**src/rtl/midi_parser.sv**
```systemverilog
// MIDI Note On/Off byte-stream parser with running status, channel filter and
// inter-byte timeout; emits one registered note event per complete message.
module midi_parser #(
   parameter int unsigned C_CHANNEL      = 0,
   parameter bit          C_OMNI         = 1'b1,
   parameter int unsigned C_TIMEOUT_CLKS = 100_000
) (
   input  logic       i_Clock,
   input  logic       i_Rst_L,
   input  logic       i_RX_DV,
   input  logic [7:0] i_RX_Byte,
   output logic       o_Note_DV,
   output logic       o_Note_On,
   output logic [6:0] o_Note,
   output logic [6:0] o_Velocity,
   output logic [3:0] o_Channel,
   output logic       o_Sync_Err
);

   localparam int unsigned CW = (C_TIMEOUT_CLKS > 0) ? $clog2(C_TIMEOUT_CLKS + 1) : 1;
   localparam logic [CW-1:0] CNT_LAST = (C_TIMEOUT_CLKS > 0) ? CW'(C_TIMEOUT_CLKS - 1) : '0;
   localparam logic [3:0] CHAN = C_CHANNEL[3:0];

   localparam logic [1:0] S_IDLE    = 2'd0;
   localparam logic [1:0] S_SKIP    = 2'd1;
   localparam logic [1:0] S_WAIT_D1 = 2'd2;
   localparam logic [1:0] S_WAIT_D2 = 2'd3;

   logic [1:0]    state_q, state_d;
   logic [CW-1:0] cnt_q, cnt_d;
   logic          stat_on_q, stat_on_d;
   logic [3:0]    stat_ch_q, stat_ch_d;
   logic [6:0]    note_lat_q, note_lat_d;
   logic          note_dv_q, note_dv_d;
   logic          note_on_q, note_on_d;
   logic [6:0]    note_q, note_d;
   logic [6:0]    vel_q, vel_d;
   logic [3:0]    chan_q, chan_d;
   logic          err_q, err_d;

   logic is_rt, is_note_stat, chan_ok, timeout_hit;

   assign is_rt        = (i_RX_Byte[7:3] == 5'b11111);
   assign is_note_stat = (i_RX_Byte[7:5] == 3'b100);
   assign chan_ok      = C_OMNI || (i_RX_Byte[3:0] == CHAN);
   assign timeout_hit  = (C_TIMEOUT_CLKS != 0) && (state_q == S_WAIT_D2) &&
                         !i_RX_DV && (cnt_q == CNT_LAST);

   always_comb begin
      state_d    = state_q;
      stat_on_d  = stat_on_q;
      stat_ch_d  = stat_ch_q;
      note_lat_d = note_lat_q;
      note_dv_d  = 1'b0;
      err_d      = 1'b0;
      note_on_d  = note_on_q;
      note_d     = note_q;
      vel_d      = vel_q;
      chan_d     = chan_q;

      // Real-time bytes fall through untouched, as if no byte had arrived.
      if (i_RX_DV && !is_rt) begin
         if (i_RX_Byte[7]) begin
            err_d = (state_q == S_WAIT_D2);
            if (is_note_stat && chan_ok) begin
               state_d   = S_WAIT_D1;
               stat_on_d = i_RX_Byte[4];
               stat_ch_d = i_RX_Byte[3:0];
            end else if (i_RX_Byte[7:4] != 4'hF) begin
               state_d = S_SKIP;
            end else begin
               state_d = S_IDLE;
            end
         end else begin
            case (state_q)
               S_WAIT_D1: begin
                  note_lat_d = i_RX_Byte[6:0];
                  state_d    = S_WAIT_D2;
               end
               S_WAIT_D2: begin
                  note_dv_d = 1'b1;
                  note_on_d = stat_on_q && (i_RX_Byte[6:0] != 7'd0);
                  note_d    = note_lat_q;
                  vel_d     = i_RX_Byte[6:0];
                  chan_d    = stat_ch_q;
                  state_d   = S_WAIT_D1;
               end
               default: state_d = state_q;
            endcase
         end
      end else if (timeout_hit) begin
         err_d   = 1'b1;
         state_d = S_WAIT_D1;
      end

      cnt_d = '0;
      if (state_q == S_WAIT_D2 && state_d == S_WAIT_D2) begin
         cnt_d = (C_TIMEOUT_CLKS != 0 && !i_RX_DV) ? cnt_q + CW'(1) : cnt_q;
      end
   end

   always_ff @(posedge i_Clock) begin
      if (!i_Rst_L) begin
         state_q   <= S_IDLE;
         cnt_q     <= '0;
         note_dv_q <= 1'b0;
         err_q     <= 1'b0;
         note_on_q <= 1'b0;
         note_q    <= '0;
         vel_q     <= '0;
         chan_q    <= '0;
      end else begin
         state_q   <= state_d;
         cnt_q     <= cnt_d;
         note_dv_q <= note_dv_d;
         err_q     <= err_d;
         note_on_q <= note_on_d;
         note_q    <= note_d;
         vel_q     <= vel_d;
         chan_q    <= chan_d;
      end
   end

   // Status/note latches are only meaningful in WAIT_D1/WAIT_D2, so no reset.
   always_ff @(posedge i_Clock) begin
      stat_on_q  <= stat_on_d;
      stat_ch_q  <= stat_ch_d;
      note_lat_q <= note_lat_d;
   end

   assign o_Note_DV  = note_dv_q;
   assign o_Note_On  = note_on_q;
   assign o_Note     = note_q;
   assign o_Velocity = vel_q;
   assign o_Channel  = chan_q;
   assign o_Sync_Err = err_q;

endmodule
```
**config.mk**
```make
export PLATFORM = sky130hd
export DESIGN_NAME = midi_parser
export DESIGN_NICKNAME = d
export VERILOG_FILES = /design/src/rtl/midi_parser.sv
export SDC_FILE = /design/constraint.sdc
export NUM_CORES = 1
export LEC_CHECK = 0
export ABC_CLOCK_PERIOD_IN_PS = 2400
export CAP_MARGIN = 20
export CORE_AREA = 2 2 76 78
export CTS_CLUSTER_SIZE = 10
export DETAILED_ROUTE_END_ITERATION = 12
export DIE_AREA = 0 0 78 80
export SETUP_SLACK_MARGIN = 0.1
export SLEW_MARGIN = 40
export SYNTH_ARGS = -nofsm -noshare
export SYNTH_HDL_FRONTEND = slang
export SYNTH_SLANG_ARGS = --single-unit
```
**constraint.sdc**
```tcl
create_clock -name i_Clock -period 2.4 [get_ports i_Clock]
set_input_delay 0.24 -clock i_Clock [delete_from_list [all_inputs] [get_ports i_Clock]]
set_output_delay 0.24 -clock i_Clock [all_outputs]
set_load 0.1 [all_outputs]
```
# [Word-level counts from Yosys, hierarchy flattened]
# Cells that the tools add are included.
[totals] mem_count=0 wordCells=45 latch_bits=0 rom_bits=0 regBits=52 ramBits=0 output_inout_bits=21
[classes] mul=0 reduce_logical=13 eq_ne=7 n_mux=10 add_sub_neg=1 n_bitwise=3 shifts=0 order_cmp=0 div=0
[ops] operator="$add 17x1->17 const B" n=1
[ops] operator="$eq 17x17->1 const B" n=1
[ops] operator="$reduce_and 3->1" n=3
[ops] operator="$mux 2" n=4
[ops] operator="$reduce_bool 7->1" n=1
[ops] operator="$eq 2x2->1 const B" n=3
[ops] operator="$eq 5x5->1 const B" n=1
[ops] operator="$logic_and 1x1->1" n=5
[ops] operator="$mux 1" n=5
[ops] operator="$ne 4x4->1 const B" n=1
[ops] operator="$pmux 2 s2" n=1
[ops] operator="$eq 3x3->1 const B" n=1
[ops] operator="$not 1->1" n=3
[ops] operator="$reduce_or 3->1" n=1
[ops] operator="$logic_not 1->1" n=2
[ops] operator="$reduce_and 2->1" n=1

# [Logic depth before layout (Yosys ltp)]
# Gate-level depths: netlist of run 1.
[logic_depth] word_depth=8 ltp_mapped=8 mapped_depth_nobuf=7

# [Worst setup path before layout of run 1]
# OpenSTA, ideal clock, no wires.
[synth_timing] path_type="reg2reg" startpoint="register cnt_q[5]" endpoint="register cnt_q[11]" n_path_buf=1 path_stages_with_launch=7 arrival_ns=1.658 required_ns=2.285 synth_period_minus_slack_ns=1.772 setup_slack_ns=0.628 path_cell_list="dfxtp_1 -> or4b_4 -> nor4_4 -> a211oi_2 -> o2111ai_4 -> buf_6 -> nor2_1"
[synth_between] elab_chain_cells=7 word_cells_on_any_way=8 classes_between="1 x add/sub; 2 x eq/ne; 2 x mux; 3 x reduce/logical"
[synth_rtl] element="from (decl)" line="30" source="logic [CW-1:0] cnt_q, cnt_d;"
[synth_rtl] element="from (signal assigned)" line="114" source="cnt_q <= cnt_d;"
[synth_rtl] element="$eq 17x17->1" line="47" source="!i_RX_DV && (cnt_q == CNT_LAST);"
[synth_rtl] element="$logic_and 1x1->1" line="47"
[synth_rtl] element="$mux 2" line="91" source="end else if (timeout_hit) begin"
[synth_rtl] element="$mux 2" line="62" source="if (i_RX_DV && !is_rt) begin"
[synth_rtl] element="$eq 2x2->1" line="97" source="if (state_q == S_WAIT_D2 && state_d == S_WAIT_D2) begin"
[synth_rtl] element="$logic_and 1x1->1" line="97"
[synth_rtl] element="$reduce_and 2->1 (no line)"
# Several ways; a longest one is shown, not always the timed one.
# A chain may end at the register's enable or synchronous reset.

# [Worst setup path in the final report of run 1]
[layout_timing] startpoint="register cnt_q[5]" endpoint="register cnt_q[10]"
# The elaborated chain is that of the path after synthesis.

==> results of run 1 <==
[registers in the layout, indices dropped and copies added, names as in the netlist]
name and count:
stat_ch_q 4, o_Sync_Err 1, o_Channel 4, o_Velocity 7, o_Note_On 1, cnt_q 17
stat_on_q 1, state_q 2, note_lat_q 7, o_Note 7, o_Note_DV 1
[logic make-up (layout without fill, tap and decap cells)]
logic type                 count (synthesis)  in the layout  share of synthesized area, %
and+or+nand+nor                          103            103                         23.39
DFF                                       52             52                         54.69
AOI/OAI and AO/OA                         28             28                         11.08
xor gates and xnor gates                  16             16                         6.600
buffers and inverters                      9             48                         2.003
adders and majority gates                  3              3                         1.768
muxes                                      1              1                        0.4714
[cell usage after synthesis, types with 2 or more instances]
master / instances / share of area [%]
nand2_1: 50 / 8.8
dfxtp_1: 40 / 38
nor2_1: 22 / 3.9
a21boi_0: 20 / 7.1
edfxtp_1: 12 / 17
xnor2_1: 8 / 3.3
xor2_1: 8 / 3.3
clkbuf_1: 6 / 1.1
nand3_1: 5 / 1.2
and3b_1: 4 / 1.6
and3_1: 3 / 0.88
ha_1: 3 / 1.8
nor4_1: 3 / 0.88
nand3b_1: 2 / 0.71
nand4_1: 2 / 0.59
nor3_1: 2 / 0.47
or2_2: 2 / 0.59
[final cells by class]
type                       count  share of cell area (%)
multi-input combinational    151                   35.65
clock inverter                 3                  0.7275
tap                           72                   3.492
inverter                       1                  0.1455
timing repair buffer          39                   12.32
sequential                    52                   45.00
clock buffer                   5                   2.667
[path summary, 6_finish.rpt]
kind | startpoint | end | slack [ns]
setup / recovery | cnt_q[5] | cnt_q[10] | 0.45
hold / removal | o_Velocity[6] | o_Velocity[6] | 0.47
setup reg to reg | cnt_q[5] | cnt_q[10] | 0.45
hold reg to reg | o_Velocity[6] | o_Velocity[6] | 0.47
[routing by layer]
| layer | vias to the layer above | share of wire [%] | GRT usage (%) |
|---|---|---|---|
| met5 | - | 0 | 0 |
| met4 | 0 | 1.7 | 5.789 |
| met3 | 7 | 3.2 | 3.507 |
| met2 | 18 | 46 | 24.31 |
| met1 | 703 | 49 | 18.72 |
| li1 | 798 | - | - |
[per-stage QoR]
stage	hold WS [ns]	instance area (sq um)	total power, mW	setup WS (ns)	util (%)
final	0.4653	2580	1.486	0.4468	47.73
after global routing	0.4972	2580	1.541	0.2636	47.73
after CTS	0.4699	2580	1.510	0.4093	47.73
after detailed placement	0.4558	2492	1.019	0.2013	46.11
after global placement	0.4522	2492	1.018	0.2056	46.11
after floorplan	0.3389	2123	0.9781	0.6276	-
[worst max-delay path: stages (launching register included)]
cell and delay, ns:
dfxtp_1 0.35, or4b_4 0.55, nor4_4 0.23, a211oi_2 0.15, o2111ai_4 0.45, nor2_1 0.10
[power by group through the flow]
stage                     logic, mW  registers, mW  clock network (mW)
after CTS                    0.0903          0.909               0.512
after floorplan              0.0377          0.940                   0
after global routing         0.0980          0.910               0.533
after detailed placement     0.0901          0.929                   0
final                        0.0896          0.908               0.488
after global placement       0.0896          0.928                   0
==> results.json, run 1 <==
{
  "startpoint_type": "flip-flop",
  "status": "complete, no violations",
  "syn-num-nets": 226,
  "overflow": 0,
  "antenna_found_initial": 0,
  "avgSynthCellArea_sq_um": 10.02,
  "num_rows": 27,
  "setup-violations-final": 0,
  "n_antenna_cell": 0,
  "cts_root_buffer": "clkbuf_8",
  "start_util_pct": 39.28,
  "core_sq_um": 5405,
  "die-area_sq_um": 6240,
  "combPwrFrac_pct": 6.0,
  "irDropWorstVdd_v": 0.0003385,
  "swShare_pct": 22.85,
  "p_int_mw": 1.147,
  "drc_errors": 0,
  "cts_tree": "built",
  "fillers": 558,
  "grt_util_all_layers_pct": 14.76,
  "crit_path_end_kind": "flip-flop",
  "p_clk_share_pct": 32.9,
  "clockBufferDepth": 2,
  "nets": 264,
  "path_max_fanout": 17,
  "worst_slew_pin_slew_ns": 0.5671,
  "ys_ff_latch": 52,
  "hold_buffers": 0,
  "drt_iter0_markers": 80,
  "slew_headroom_pct": 61.84,
  "finalWeightedCongestion": 0.7983,
  "ant_nets": 0,
  "dp_hpwl_mm": 2.945,
  "layout_commonest_cell": "nand2_1",
  "numPortBuffers": 31,
  "fmax_mhz": 512.0,
  "grt_pass1_wl_mm": 7.113,
  "insertion_delay_ns": 0.30,
  "min_period_over_period_pct": 81.38,
  "wl_per_cell_microns": 12.71,
  "pwr-share-seq_pct": 61.1,
  "async_flop_share_pct": 0,
  "dr.pass1.iters": 4,
  "chipWidth_microns": 78,
  "synth_edf_count": 12,
  "max_cap_viol_count": 0,
  "dp_cells": 315,
  "rsz0062_at_grt": "no",
  "top_level_ports": 32,
  "cts.repair.resized": 0,
  "setup_tns_ns": 0,
  "syn_inst": 212,
  "hold_path_depth": 2,
  "cts.htree.levels": 2,
  "first_global_vias": 1516,
  "die_y_microns": 80,
  "reg2reg_depth": 5,
  "hp-class": "reg2reg",
  "synth_cell_types": 37,
  "drt_wl_total_mm": 4.105,
  "routed-via-count": 1526,
  "post_cts_buffers": 0,
  "drive_gt1_share_pct": 17.53,
  "cp.arrival_ns": 2.13,
  "avgViaCountPerCell": 4.724,
  "multi_input_area_sq_um": 919.6,
  "finalCriticalPeriod_ns": 1.953,
  "grt_max_degree": 18,
  "p_leak_nw": 0.9129,
  "cts.sinks": 52,
  "synth_flop_cell": "dfxtp_1",
  "switching_power_mw": 0.3397,
  "final_cell_mix": "50 x nand2_1, 40 x dfxtp_1, 29 x buf_4, 22 x nor2_1, 20 x a21boi_0",
  "layoutNonFillerInstCount": 323,
  "clk_pin_slew_worst_paths_ns": 0.09,
  "criticalPathCategory": "reg2reg",
  "area_growth_pct": 21.51,
  "cts_made_buffers": 5,
  "netlist_area_sq_um": 2123,
  "clock_skew_ns": 0.01196,
  "hold_viol_final": 0,
  "ys_seq_area_share_pct": 54.68,
  "yosysWarnings": 0,
  "power.density_nw_per_um2": 576.1,
  "finalMaxSlewViolations": 0,
  "required_ns": 2.58,
  "ff_latch_area_sq_um": 1161
}
(Power assumes the default switching activity.)
==> inputs of run 2 (changes only) <==
Settings changed: ABC_CLOCK_PERIOD_IN_PS 2400 to 1800.
Clock period 2.4 ns to 1.8 ns, I/O delays scaled along.
==> results.json, run 2 (same netlist as run 1, synthesis figures left out) <==
{
  "nets": 287,
  "area_growth_pct": 31.53,
  "hold_viol_final": 0,
  "path_depth": 6,
  "grt_use_met3_pct": 3.959,
  "crit_path_end_kind": "flip-flop",
  "drt_iter0_markers": 68,
  "worst_slew_pin_slew_ns": 0.4131,
  "pwr-share-seq_pct": 59.1,
  "clk_pin_slew_worst_paths_ns": 0.10,
  "num_rows": 27,
  "startpoint": "cnt_q[5]",
  "clockBufferDepth": 2,
  "grt_max_degree": 20,
  "cp_slowest_stage_delay_ns": 0.54,
  "combPwrFrac_pct": 6.7,
  "n_antenna_cell": 0,
  "grt_util_all_layers_pct": 15.08,
  "largest_reg_flops": 17,
  "required_ns": 2.00,
  "switching_power_mw": 0.4914,
  "start_util_pct": 39.28,
  "die_y_microns": 80,
  "grt_use_met2_pct": 24.31,
  "finalCriticalPeriod_ns": 1.764,
  "p_int_mw": 1.555,
  "reg2reg_depth": 6,
  "irDropWorstVdd_v": 0.0003639,
  "numPortBuffers": 31,
  "rsz0062_at_grt": "yes",
  "largest_register": "cnt_q",
  "final_cell_mix": "50 x nand2_1, 50 x buf_4, 39 x dfxtp_1, 22 x nor2_1, 20 x a21boi_0",
  "ant_nets": 0,
  "finalWeightedCongestion": 0.8104,
  "routed-via-count": 1594,
  "fillers": 531,
  "chipWidth_microns": 78,
  "critPathSlowestCell": "or4b_4",
  "max_cap_viol_count": 0,
  "regToRegStartpoint": "cnt_q[5]",
  "rr_endpoint": "cnt_q[5]",
  "dr.pass1.iters": 2,
  "first_global_vias": 1550,
  "path_max_fanout": 17,
  "core_sq_um": 5405,
  "min_period_over_period_pct": 98.00,
  "p_leak_nw": 1.047,
  "fin_util_pct": 51.67,
  "finalMaxSlewViolations": 0,
  "setup_tns_ns": 0,
  "worstPathCellList": "or4b_4, nor4_4, a211oi_2, o2111ai_4, buf_12, nor2_1",
  "rrSetupSlack_ns": 0.04,
  "cts_made_buffers": 5,
  "fmax_mhz": 566.9,
  "criticalPathCategory": "reg2reg",
  "hold_buffers": 0,
  "dp_hpwl_mm": 3.080,
  "cts.htree.levels": 2,
  "post_cts_buffers": 0,
  "drive_gt1_share_pct": 25.18,
  "avgViaCountPerCell": 4.607,
  "p_clk_share_pct": 34.2,
  "power.density_nw_per_um2": 732.7,
  "top_level_ports": 32,
  "critPathBufInv": 1,
  "drt_wl_total_mm": 4.198,
  "crit_family": "simple AND/OR/NAND/NOR gates",
  "cts.sinks": 52,
  "antenna_found_initial": 0,
  "grt.busiest_layer": "met2",
  "use_met1_pct": 19.59,
  "cts_root_buffer": "clkbuf_8",
  "overflow": 0,
  "slew_headroom_pct": 72.11,
  "grt_pass1_wl_mm": 7.272,
  "status": "complete, no violations",
  "cts_tree": "built",
  "wl_per_cell_microns": 12.13,
  "insertion_delay_ns": 0.31,
  "hp-class": "reg2reg",
  "swShare_pct": 24.02,
  "clock_skew_ns": 0.01297,
  "cp.arrival_ns": 1.97,
  "startpoint_type": "flip-flop",
  "drc_errors": 0,
  "crit_end": "cnt_q[5]",
  "setup-violations-final": 0,
  "die-area_sq_um": 6240
}
==> run 2: cell count changes in the layout (fill, tap and decap cells not counted), sizes merged <==
cell | previous run | this run
buf | 29 | 52
clkinv | 3 | 2
inv | 1 | 2
==> run 2: how the worst min path moves through the flow <==
stage                             start            end  slack [ns]  cells past startpoint
after floorplan            i_RX_Byte[0]  note_lat_q[0]        0.28                      0
after global routing      o_Velocity[5]  o_Velocity[5]        0.49                      2
final                         o_Note_On      o_Note_On        0.47                      2
after CTS                     o_Note_On      o_Note_On        0.47                      2
after detailed placement      o_Note_On      o_Note_On        0.46                      2
after global placement        o_Note_On      o_Note_On        0.45                      2
==> run 2: power by group through the flow <==
stage                     clock, mW  combinational [mW]  sequential [mW]
after floorplan                   0              0.0502             1.25
after global placement            0               0.138             1.24
after detailed placement          0               0.137             1.24
after CTS                     0.720               0.137             1.21
after global routing          0.762               0.149             1.21
final                         0.700               0.137             1.21
==> run 2: per-layer routing <==
layer / wire (microns) / vias to the layer above
met5: 0 / -
met4: 49 / 0
met3: 147 / 4
met2: 1878 / 21
met1: 2122 / 725
li1: - / 844
==> run 2: worst reg2reg max path, delay by kind of cell, from the launching register on <==
kind,cells,cell delay (ns)
simple gates,3,0.80
buf+inv,1,0.17
compound gates,2,0.36
flops,1,0.33
==> run 2: layout make-up <==
class                           count  area, sq um  area share [%]
Sequential cell                    52         1162           41.62
Multi-Input combinational cell    151        925.9           33.15
Timing Repair Buffer               62        515.5           18.46
Tap cell                           72        90.09           3.226
Clock buffer                        5        68.82           2.464
Clock inverter                      3        26.28          0.9409
Inverter                            1        3.754          0.1344
==> run 2: metrics by stage <==
| step | power (mW) | area, sq um | setup slack [ns] | std cells | hold slack [ns] |
|---|---|---|---|---|---|
| 5_1_grt | 2.122 | 2793 | -0.06928 | 346 | 0.4894 |
| 3_5_place_dp | 1.373 | 2691 | -0.1384 | 338 | 0.4574 |
| 4_1_cts | 2.067 | 2786 | 0.01688 | 346 | 0.4711 |
| 2_1_floorplan | 1.304 | 2125 | 0.03200 | 212 | 0.2789 |
| 6_report | 2.046 | 2793 | 0.03607 | 346 | 0.4656 |
| 3_3_place_gp | 1.374 | 2691 | -0.1254 | 338 | 0.4500 |
==> run 2: repair_timing <==
| action | 4_1_cts | 5_1_grt |
|---|---|---|
| endpoints found under the setup margin | 17 | 17 |
| gates resized for setup | 0 | 1 |
| pin swaps | 1 | 0 |
==> inputs of run 3 (changes only) <==
--- a/config.mk
+++ b/config.mk
@@ -6,11 +6,12 @@
 export NUM_CORES = 1
 export LEC_CHECK = 0
+export ABC_AREA = 1
 export ABC_CLOCK_PERIOD_IN_PS = 1800
 export CAP_MARGIN = 20
-export CORE_AREA = 2 2 76 78
+export CORE_AREA = 2 2 79 81
 export CTS_CLUSTER_SIZE = 10
 export DETAILED_ROUTE_END_ITERATION = 12
-export DIE_AREA = 0 0 78 80
-export SETUP_SLACK_MARGIN = 0.1
+export DIE_AREA = 0 0 81 83
+export SETUP_SLACK_MARGIN = 0.15
 export SLEW_MARGIN = 40
 export SYNTH_ARGS = -nofsm -noshare
==> constraint.sdc (replaced) <==
create_clock -name i_Clock -period 1.8 [get_ports i_Clock]
set_input_delay 0.18 -clock i_Clock [delete_from_list [all_inputs] [get_ports i_Clock]]
set_output_delay 0.18 -clock i_Clock [all_outputs]
set_load 0.005 [all_outputs]
==> results.json, run 3 <==
{
  "status": "complete, no violations",
  "die_y_microns": 83,
  "syn-num-nets": 269,
  "slew_headroom_pct": 82.23,
  "syn_inst": 255,
  "grt_max_degree": 19,
  "hp-class": "reg2reg",
  "synth_flop_cell": "dfxtp_1",
  "drive_gt1_share_pct": 19.27,
  "first_global_vias": 1584,
  "ys_seq_area_share_pct": 50.85,
  "core_sq_um": 5816,
  "crit_family": "flip-flops",
  "p_leak_nw": 1.061,
  "combPwrFrac_pct": 5.1,
  "finalMaxSlewViolations": 0,
  "cts.sinks": 52,
  "criticalPathCategory": "reg2reg",
  "drt_iter0_markers": 36,
  "max_cap_viol_count": 0,
  "die-area_sq_um": 6723,
  "synth_cell_types": 30,
  "cts.htree.levels": 2,
  "synth_top_family_by_area": "simple AND/OR/NAND/NOR gates",
  "largest_register": "cnt_q",
  "clk_pin_slew_worst_paths_ns": 0.10,
  "swShare_pct": 23.40,
  "reg2reg_depth": 10,
  "grt_util_all_layers_pct": 13.87,
  "hold_viol_final": 0,
  "ys_top_cells_by_area": "dfxtp_1 35%, edfxtp_1 16%, nand2_1 7.4%",
  "synth_top_area_share_pct": 35.07,
  "setup-violations-final": 0,
  "critPathBufInv": 3,
  "dp_hpwl_mm": 3.211,
  "cp_slowest_stage_delay_ns": 0.36,
  "path_max_fanout": 17,
  "min_from": "note_lat_q[1]",
  "muxShareOfSynthArea_pct": 0.4384,
  "hold_end": "o_Note[1]",
  "layout_commonest_cell": "nand2_1",
  "rrSetupSlack_ns": 0.26,
  "clock_skew_ns": 0.008183,
  "synth_fa_ha_area_share_pct": 1.644,
  "irDropWorstVdd_v": 0.0004131,
  "worstPathCellList": "inv_1, ha_1, inv_1, o21ai_0, nand2_1, nand2_1, a21oi_4, nand3_4, buf_12, nor2_1",
  "grt_pass1_wl_mm": 7.341,
  "cts_root_buffer": "clkbuf_8",
  "async_flop_share_pct": 0,
  "crit_path_end_kind": "flip-flop",
  "numPortBuffers": 31,
  "rr_endpoint": "cnt_q[15]",
  "avgSynthCellArea_sq_um": 8.955,
  "cts_made_buffers": 5,
  "fmax_mhz": 650.4,
  "power.density_nw_per_um2": 697.1,
  "area_growth_pct": 25.70,
  "clockBufferDepth": 2,
  "nets": 314,
  "setup_tns_ns": 0,
  "largest_reg_flops": 17,
  "yosysWarnings": 0,
  "netlist_area_sq_um": 2283,
  "worst_slew_pin_slew_ns": 0.2646,
  "min_period_over_period_pct": 85.42,
  "top_level_ports": 32,
  "finalCriticalPeriod_ns": 1.538,
  "p_clk_share_pct": 34.7,
  "finalWeightedCongestion": 0.8098,
  "n_antenna_cell": 0,
  "synth_xor_area_share_pct": 5.753,
  "antenna_found_initial": 0,
  "final_cell_mix": "45 x nand2_1, 35 x dfxtp_1, 32 x inv_1, 31 x clkdlybuf4s50_1, 26 x nand3_1",
  "synth_most_common_cell": "nand2_1",
  "overflow": 0,
  "insertion_delay_ns": 0.31,
  "required_ns": 2.04,
  "avgViaCountPerCell": 4.508,
  "pwr-share-seq_pct": 60.3,
  "chipWidth_microns": 81,
  "fillers": 579,
  "hold_path_depth": 2,
  "synth_edf_count": 12,
  "ys_ff_latch": 52,
  "num_rows": 28,
  "synth_top_cell_by_area": "dfxtp_1",
  "yosys.area_share.simple_pct": 28.93,
  "dr.pass1.iters": 4,
  "switching_power_mw": 0.4681,
  "synthTopCellsByCount": "45 x nand2_1, 40 x dfxtp_1, 32 x inv_1",
  "synth_compound_area_share_pct": 4.767,
  "drc_errors": 0,
  "drt_wl_total_mm": 4.281,
  "wl_per_cell_microns": 11.39,
  "whs_ns": 0.4496,
  "cp.arrival_ns": 1.78,
  "regToRegStartpoint": "state_q[0]",
  "cts_tree": "built",
  "post_cts_buffers": 0,
  "ant_nets": 0,
  "startpoint_type": "flip-flop",
  "rsz0062_at_grt": "no",
  "critPathSlowestCell": "dfxtp_2",
  "start_util_pct": 39.26,
  "routed-via-count": 1695,
  "p_int_mw": 1.533
}
[run 3: changes by cell type in the layout (fill, tap and decap cells not counted), moves of 11 or more]
cell,before,now
nor2_4,0,11
a21boi_0,20,0
inv_1,1,32
buf_4,50,12
clkdlybuf4s50_1,10,31
nand3_1,5,26
[run 3: repair_timing]
| action | CTS | global route |
|---|---|---|
| gates resized for setup | 0 | 8 |
| setup endpoints to repair | 0 | 17 |
| hold buffers | 0 | 0 |
[run 3: layout make-up]
| class | count | area [sq um] | area share, % |
|---|---|---|---|
| clock buffer | 5 | 68.82 | 2.398 |
| clock inverter | 3 | 27.53 | 0.9590 |
| inverter | 35 | 133.9 | 4.664 |
| multi-input combinational | 162 | 958.4 | 33.39 |
| sequential | 52 | 1167 | 40.67 |
| tap | 75 | 93.84 | 3.269 |
| timing repair buffer | 44 | 420.4 | 14.65 |
[run 3: through the flow]
step / power, mW / setup WS [ns] / std cells / util [%] / area [sq um]
floorplan: 1.281 / 0.2962 / 255 / - / 2283
global placement: 1.334 / 0.02237 / 368 / 47.42 / 2758
detailed placement: 1.334 / 0.03275 / 368 / 47.42 / 2758
CTS: 2.039 / 0.1991 / 376 / 49.07 / 2854
global route: 2.080 / 0.1538 / 376 / 49.35 / 2870
finish: 2.001 / 0.2625 / 376 / 49.35 / 2870
[run 3: power groups by stage]
stage	clock (mW)	combinational [mW]	sequential (mW)
2_1_floorplan	0	0.0488	1.23
3_3_place_gp	0	0.101	1.23
4_1_cts	0.731	0.102	1.21
5_1_grt	0.761	0.112	1.21
3_5_place_dp	0	0.102	1.23
6_report	0.693	0.101	1.21
[run 3: logic make-up (layout without fill, tap and decap cells)]
logic type | count (synthesis) | count (layout)
XOR/XNOR | 15 | 15
adder cells (fa/ha/maj) | 3 | 3
AND/OR/NAND/NOR | 125 | 125
AO/OA/AOI/OAI | 18 | 18
buffers and inverters | 41 | 87
flip-flops | 52 | 52
multiplexers | 1 | 1
[run 3: worst max-delay path by stage]
stage / startpoint / to / slack, ns / cells past startpoint
detailed placement: i_RX_DV / cnt_q[13] / 0.03 / 9
global placement: i_RX_DV / cnt_q[13] / 0.02 / 9
global route: state_q[0] / cnt_q[1] / 0.15 / 10
floorplan: state_q[1] / cnt_q[4] / 0.30 / 10
finish: state_q[0] / cnt_q[15] / 0.26 / 10
CTS: cnt_q[0] / cnt_q[15] / 0.20 / 10
[run 3: worst min-delay path, delay by kind of cell, from the launching register on]
kind	cells	cell delay, ns
DFF	1	0.34
and+or+nand+nor	2	0.09
[run 3: metal layers]
metal	track usage, %	vias to the layer above	wire [microns]
li1	-	891	-
met1	18.75	774	2073
met2	21.64	26	2050
met3	2.609	4	110
met5	0	-	0
met4	5.547	0	47
